## src/rtl/output_buffer_logic_pkg.sv

```systemverilog
// Shared packet definitions for the byte-serial link: packet layout and
// transmit FSM state encoding.
package output_buffer_logic_pkg;

    localparam int PKT_BYTES = 4;
    localparam int BYTE_W    = 8;
    localparam int PKT_W     = PKT_BYTES * BYTE_W;

    // Byte 0 is the most significant byte and goes on the wire first.
    typedef logic [0:PKT_BYTES-1][BYTE_W-1:0] pkt_t;

    typedef enum logic [1:0] {
        ST_IDLE,
        ST_SEND,
        ST_GAP
    } tx_state_e;

endpackage

```

## src/rtl/output_buffer_logic_pkt_queue.sv

```systemverilog
// Show-ahead circular packet queue: the head entry is visible combinationally
// on data_out whenever the queue is not empty.
module pkt_queue
    import output_buffer_logic_pkg::*;
#(
    parameter int DEPTH = 4
) (
    input  logic                     clock,
    input  logic                     reset_n,
    input  logic                     we,
    input  logic                     re,
    input  pkt_t                     data_in,
    output pkt_t                     data_out,
    output logic                     full,
    output logic                     empty,
    output logic [$clog2(DEPTH):0]   count
);

    localparam int PTR_W = $clog2(DEPTH);
    localparam int CNT_W = PTR_W + 1;

    pkt_t             mem [DEPTH];
    logic [PTR_W-1:0] wr_ptr;
    logic [PTR_W-1:0] rd_ptr;
    logic             push_ok;
    logic             pop_ok;

    // Gating on registered full/empty means a pop never frees room for a
    // same-cycle push when full, and an empty queue never falls through.
    assign push_ok  = we && !full;
    assign pop_ok   = re && !empty;
    assign full     = (count == CNT_W'(DEPTH));
    assign empty    = (count == '0);
    assign data_out = mem[rd_ptr];

    always_ff @(posedge clock or negedge reset_n) begin
        if (!reset_n) begin
            wr_ptr <= '0;
            rd_ptr <= '0;
            count  <= '0;
        end else begin
            if (push_ok) wr_ptr <= wr_ptr + 1'b1;
            if (pop_ok)  rd_ptr <= rd_ptr + 1'b1;
            case ({push_ok, pop_ok})
                2'b10:   count <= count + 1'b1;
                2'b01:   count <= count - 1'b1;
                default: count <= count;
            endcase
        end
    end

    always_ff @(posedge clock) begin
        if (push_ok) mem[wr_ptr] <= data_in;
    end

endmodule

```

## src/rtl/output_buffer_logic.sv

```systemverilog
// Transmit side of the byte-serial link: queues packets and sends each as a
// 4-byte burst on payload/put_outbound, followed by a mandatory idle gap.
module output_buffer_logic
    import output_buffer_logic_pkg::*;
#(
    parameter int DEPTH = 4,
    parameter int GAP   = 1
) (
    input  logic              clock,
    input  logic              reset_n,
    input  pkt_t              pkt_in,
    input  logic              pkt_in_avail,
    input  logic              allow,
    output logic              full,
    output logic              empty,
    output logic              overflow,
    output logic              put_outbound,
    output logic [BYTE_W-1:0] payload
);

    localparam int CNT_W = $clog2(DEPTH) + 1;
    localparam int GAP_W = (GAP > 1) ? $clog2(GAP) : 1;

    tx_state_e        state;
    tx_state_e        state_nxt;
    logic             load;
    logic [1:0]       byte_cnt;
    logic [GAP_W-1:0] gap_cnt;
    logic             last_byte;
    logic             gap_last;
    pkt_t             head;
    logic [PKT_W-1:0] shreg;
    logic [CNT_W-1:0] count;

    pkt_queue #(.DEPTH(DEPTH)) u_queue (
        .clock    (clock),
        .reset_n  (reset_n),
        .we       (pkt_in_avail),
        .re       (load),
        .data_in  (pkt_in),
        .data_out (head),
        .full     (full),
        .empty    (empty),
        .count    (count)
    );

    assign last_byte = (byte_cnt == 2'd3);
    assign gap_last  = (gap_cnt == GAP_W'(GAP - 1));

    // The final gap cycle makes the IDLE decision itself, so consecutive
    // bursts are separated by exactly GAP low cycles.
    always_comb begin
        state_nxt = state;
        load      = 1'b0;
        case (state)
            ST_IDLE: begin
                if (!empty && allow) begin
                    load      = 1'b1;
                    state_nxt = ST_SEND;
                end
            end
            ST_SEND: begin
                if (last_byte) state_nxt = ST_GAP;
            end
            ST_GAP: begin
                if (gap_last) begin
                    if (!empty && allow) begin
                        load      = 1'b1;
                        state_nxt = ST_SEND;
                    end else begin
                        state_nxt = ST_IDLE;
                    end
                end
            end
            default: state_nxt = ST_IDLE;
        endcase
    end

    always_ff @(posedge clock or negedge reset_n) begin
        if (!reset_n) begin
            state        <= ST_IDLE;
            byte_cnt     <= '0;
            gap_cnt      <= '0;
            put_outbound <= 1'b0;
            payload      <= '0;
            overflow     <= 1'b0;
        end else begin
            state    <= state_nxt;
            overflow <= pkt_in_avail && (count == CNT_W'(DEPTH));
            if (load) begin
                put_outbound <= 1'b1;
                payload      <= head[0];
                byte_cnt     <= '0;
            end else if (state == ST_SEND && !last_byte) begin
                payload  <= shreg[PKT_W-1 -: BYTE_W];
                byte_cnt <= byte_cnt + 1'b1;
            end else begin
                put_outbound <= 1'b0;
                payload      <= '0;
            end
            if (state == ST_GAP) gap_cnt <= gap_cnt + 1'b1;
            else                 gap_cnt <= '0;
        end
    end

    // Byte 0 goes straight to payload at load; shreg holds the bytes still to send.
    always_ff @(posedge clock) begin
        if (load)
            shreg <= {head[1], head[2], head[3], {BYTE_W{1'b0}}};
        else if (state == ST_SEND)
            shreg <= {shreg[PKT_W-BYTE_W-1:0], {BYTE_W{1'b0}}};
    end

endmodule

```

## config.mk

```make
export PLATFORM = sky130hd
export DESIGN_NAME = output_buffer_logic
export DESIGN_NICKNAME = d
export VERILOG_FILES = /design/src/rtl/output_buffer_logic_pkg.sv /design/src/rtl/output_buffer_logic_pkt_queue.sv /design/src/rtl/output_buffer_logic.sv
export SDC_FILE = /design/constraint.sdc
export NUM_CORES = 1
export LEC_CHECK = 0
export BUFFER_PORTS_ARGS = -buffer_cell sky130_fd_sc_hd__buf_2
export CAP_MARGIN = 10
export CORE_ASPECT_RATIO = 1.5
export CORE_UTILIZATION = 40
export CTS_BUF_LIST = sky130_fd_sc_hd__clkbuf_2 sky130_fd_sc_hd__clkbuf_4 sky130_fd_sc_hd__clkbuf_8
export DETAILED_ROUTE_END_ITERATION = 10
export SLEW_MARGIN = 15
export SYNTH_ARGS = -nofsm -noshare
export SYNTH_HDL_FRONTEND = slang
export SYNTH_SLANG_ARGS = --single-unit
```

## constraint.sdc

```tcl
create_clock -name clock -period 2.5 [get_ports clock]
set_input_delay 0.5 -clock clock [delete_from_list [all_inputs] [get_ports clock]]
set_output_delay 0.5 -clock clock [all_outputs]
set_load 0.02 [all_outputs]
```

==> flow_summary.ini <==
[logic_synthesis]
yosysWarnings = 0
syn_area_mm2 = 0.006663
ys_ff_latch = 174
synth_cell_types = 29
ys_seq_area_share_pct = 76.77
synth.net_count = 342
avgSynthCellArea_um2 = 22.28
netlist_instances = 299

[place]
hpwl_um = 6730
place_inst = 555
finalWeightedCongestion = 0.6728
port_buffers = 47

[critical_path]
r2r_cells = 9
crit_fanout = 7
worstPathRequired_ns = 2.86
crit_arrival_ns = 2.48
cp-end-kind = flip-flop
critical_path_class = reg -> reg
timing.rr.start = u_queue.count[0]
cp-start-kind = flip-flop
r2r_end = u_queue.count[2]
reg2reg_slack_ns = 0.39

[timing]
finalClockSkew_ns = 0.01205
drv_slew = 0
rsz0062_at_grt = false
setup_violations = 0
hold_viol = 0
slew_headroom_pct = 65.43
hold_ws_ns = 0.02246
tightest_slew_ns = 0.5174
fin_crit_ns = 2.112
setup_tns_ns = 0
fmax_ghz = 0.4735
fin_crit_sh_pct = 84.48

[global_routing]
overflow = 0
grt_pass1_wl_um = 17510
grt_pass1_vias = 3175
antenna_found_initial = 0
grt_start_max_net_pins = 34
gr-usage-all-layers_pct = 14.25

[cts]
cts.clk_slew.worst_paths_ns = 0.09
clock_sinks = 174
htree_num_levels = 4
cts_hold_buffers = 0
clock_path_buffers = 2
cts-root-buf = clkbuf_8
cts_resized = 0
post_cts_buffers = 0
numCtsBuffers = 17
clock_latency_ns = 0.43
cts_tree = built

[drt]
wl_per_cell_um = 18.75
routed-via-count = 2898
first_pass_iters = 4
wirelength_um = 11000
routed_via_density = 4.937
drt_iter0_markers = 96
drtAntennaViolNets = 0
drc = 0

[run]
cap_viol_max_count = 0

[outcome]
status = finished clean

[finish]
syn2layout_area_growth_pct = 14.65
antenna_cells = 0
mostFrequentLayoutCells = 152 x edfxtp_1, 47 x buf_2, 32 x mux4_2, 21 x dfrtp_1, 17 x clkbuf_8
fin_nets = 411
drive_above_1_share_pct = 39.11
final_common_cell = edfxtp_1
final_cells = 587

[power_and_ir_drop]
p_per_area_mw_per_mm2 = 1194
p_leak_nw = 2.747
ir_drop_v = 0.0008735

[die]
die_w_um = 107.4
start_util_pct = 40.97
io_pins = 48
die_h_um = 160.1
fp.dieArea_mm2 = 0.01719
row_count = 57
core_mm2 = 0.01626

[min_path]
hold_class = in -> async
[how the worst max path moves through the flow]
stage | start | endpoint | slack, ns
floorplan | u_queue.count[0] | u_queue.count[2] | 0.12
global placement | allow | u_queue.count[2] | 0.33
detailed placement | allow | u_queue.count[2] | 0.28
CTS | u_queue.count[0] | u_queue.count[2] | 0.37
global route | u_queue.count[0] | u_queue.count[2] | 0.14
finish | u_queue.count[0] | u_queue.count[2] | 0.39
[flip-flops by register name, summed over array words and instances (netlist names), 2 cells and up]
signal / cells
u_queue.rd_ptr: 2
payload: 8
u_queue.count: 3
u_queue.mem: 128
byte_cnt: 2
u_queue.wr_ptr: 2
shreg: 24
state: 2
[power breakdown]
part | internal [W] | leakage (nW) | switching, W | total, W
combinational | 0.00129 | 0.837 | 0.00132 | 0.00261
clock | 0.00111 | 0.217 | 0.00102 | 0.00213
sequential | 0.00411 | 1.69 | 0.000273 | 0.00438
[layer usage]
metal  vias up  global-route usage [%]  wire [um]
met4         0                   5.604        144
met5         -                       0          0
met2        52                   25.37       6083
met3         8                   3.429        335
li1       1329                       -          -
met1      1509                   16.28       4440
[stage by stage]
stage	power [W]	utilization [%]	cell area (um^2)	setup WS, ns
after floorplan	0.006352	-	6663	0.1156
after global placement	0.007064	44.26	7197	0.3289
after detailed placement	0.007152	44.26	7197	0.2847
after CTS	0.009285	46.98	7639	0.3721
after global routing	0.009612	46.98	7639	0.1431
final	0.009124	46.98	7639	0.3879
[cell type report]
type / instances / area, um^2
sequential: 174 / 5116
timing repair buffer: 62 / 372.9
fill: 1357 / 8622
clock buffer: 17 / 234.0
inverter: 10 / 42.54
tap: 206 / 257.7
clock inverter: 15 / 207.7
multi-input combinational: 103 / 1408
[Yosys cell counts, drive strengths merged]
master / count / area share (%)
nor3b: 4 / 0.45
nor2: 2 / 0.11
o21ai: 1 / 0.075
a31o: 1 / 0.13
edfxtp: 152 / 69
nor2b: 2 / 0.19
and2: 13 / 1.2
a22o: 8 / 1.1
nand3: 1 / 0.26
xor2: 2 / 0.26
or3: 1 / 0.17
mux2i: 2 / 0.30
a31oi: 1 / 0.094
inv: 10 / 0.64
ha: 6 / 1.1
nand2: 3 / 0.17
mux4: 32 / 11
mux2: 18 / 3.7
dfrtp: 22 / 8.3
nand4: 1 / 0.094
clkbuf: 1 / 0.056
fa: 1 / 0.30
buf: 11 / 1.5
xnor2: 4 / 0.53
[cell families after synthesis]
group                      count (synthesis)  synth area share (%)
DFF                                      174                 76.77
muxes                                     52                 14.84
and+or+nand+nor                           27                 2.667
buffers and inverters                     22                 2.160
AOI/OAI and AO/OA                         11                 1.352
adders and majority gates                  7                 1.427
xor gates and xnor gates                   6                0.7887
[critical path, cell delays in order (launching register included)]
cell     delay, ns
dfrtp_1       0.43
nor3b_1       0.29
nor2b_1       0.20
inv_1         0.09
ha_1          0.18
inv_1         0.06
fa_1          0.38
xor2_1        0.15
nor2_1        0.12
xor2_1        0.15
Power figures use the tool's default switching activity.
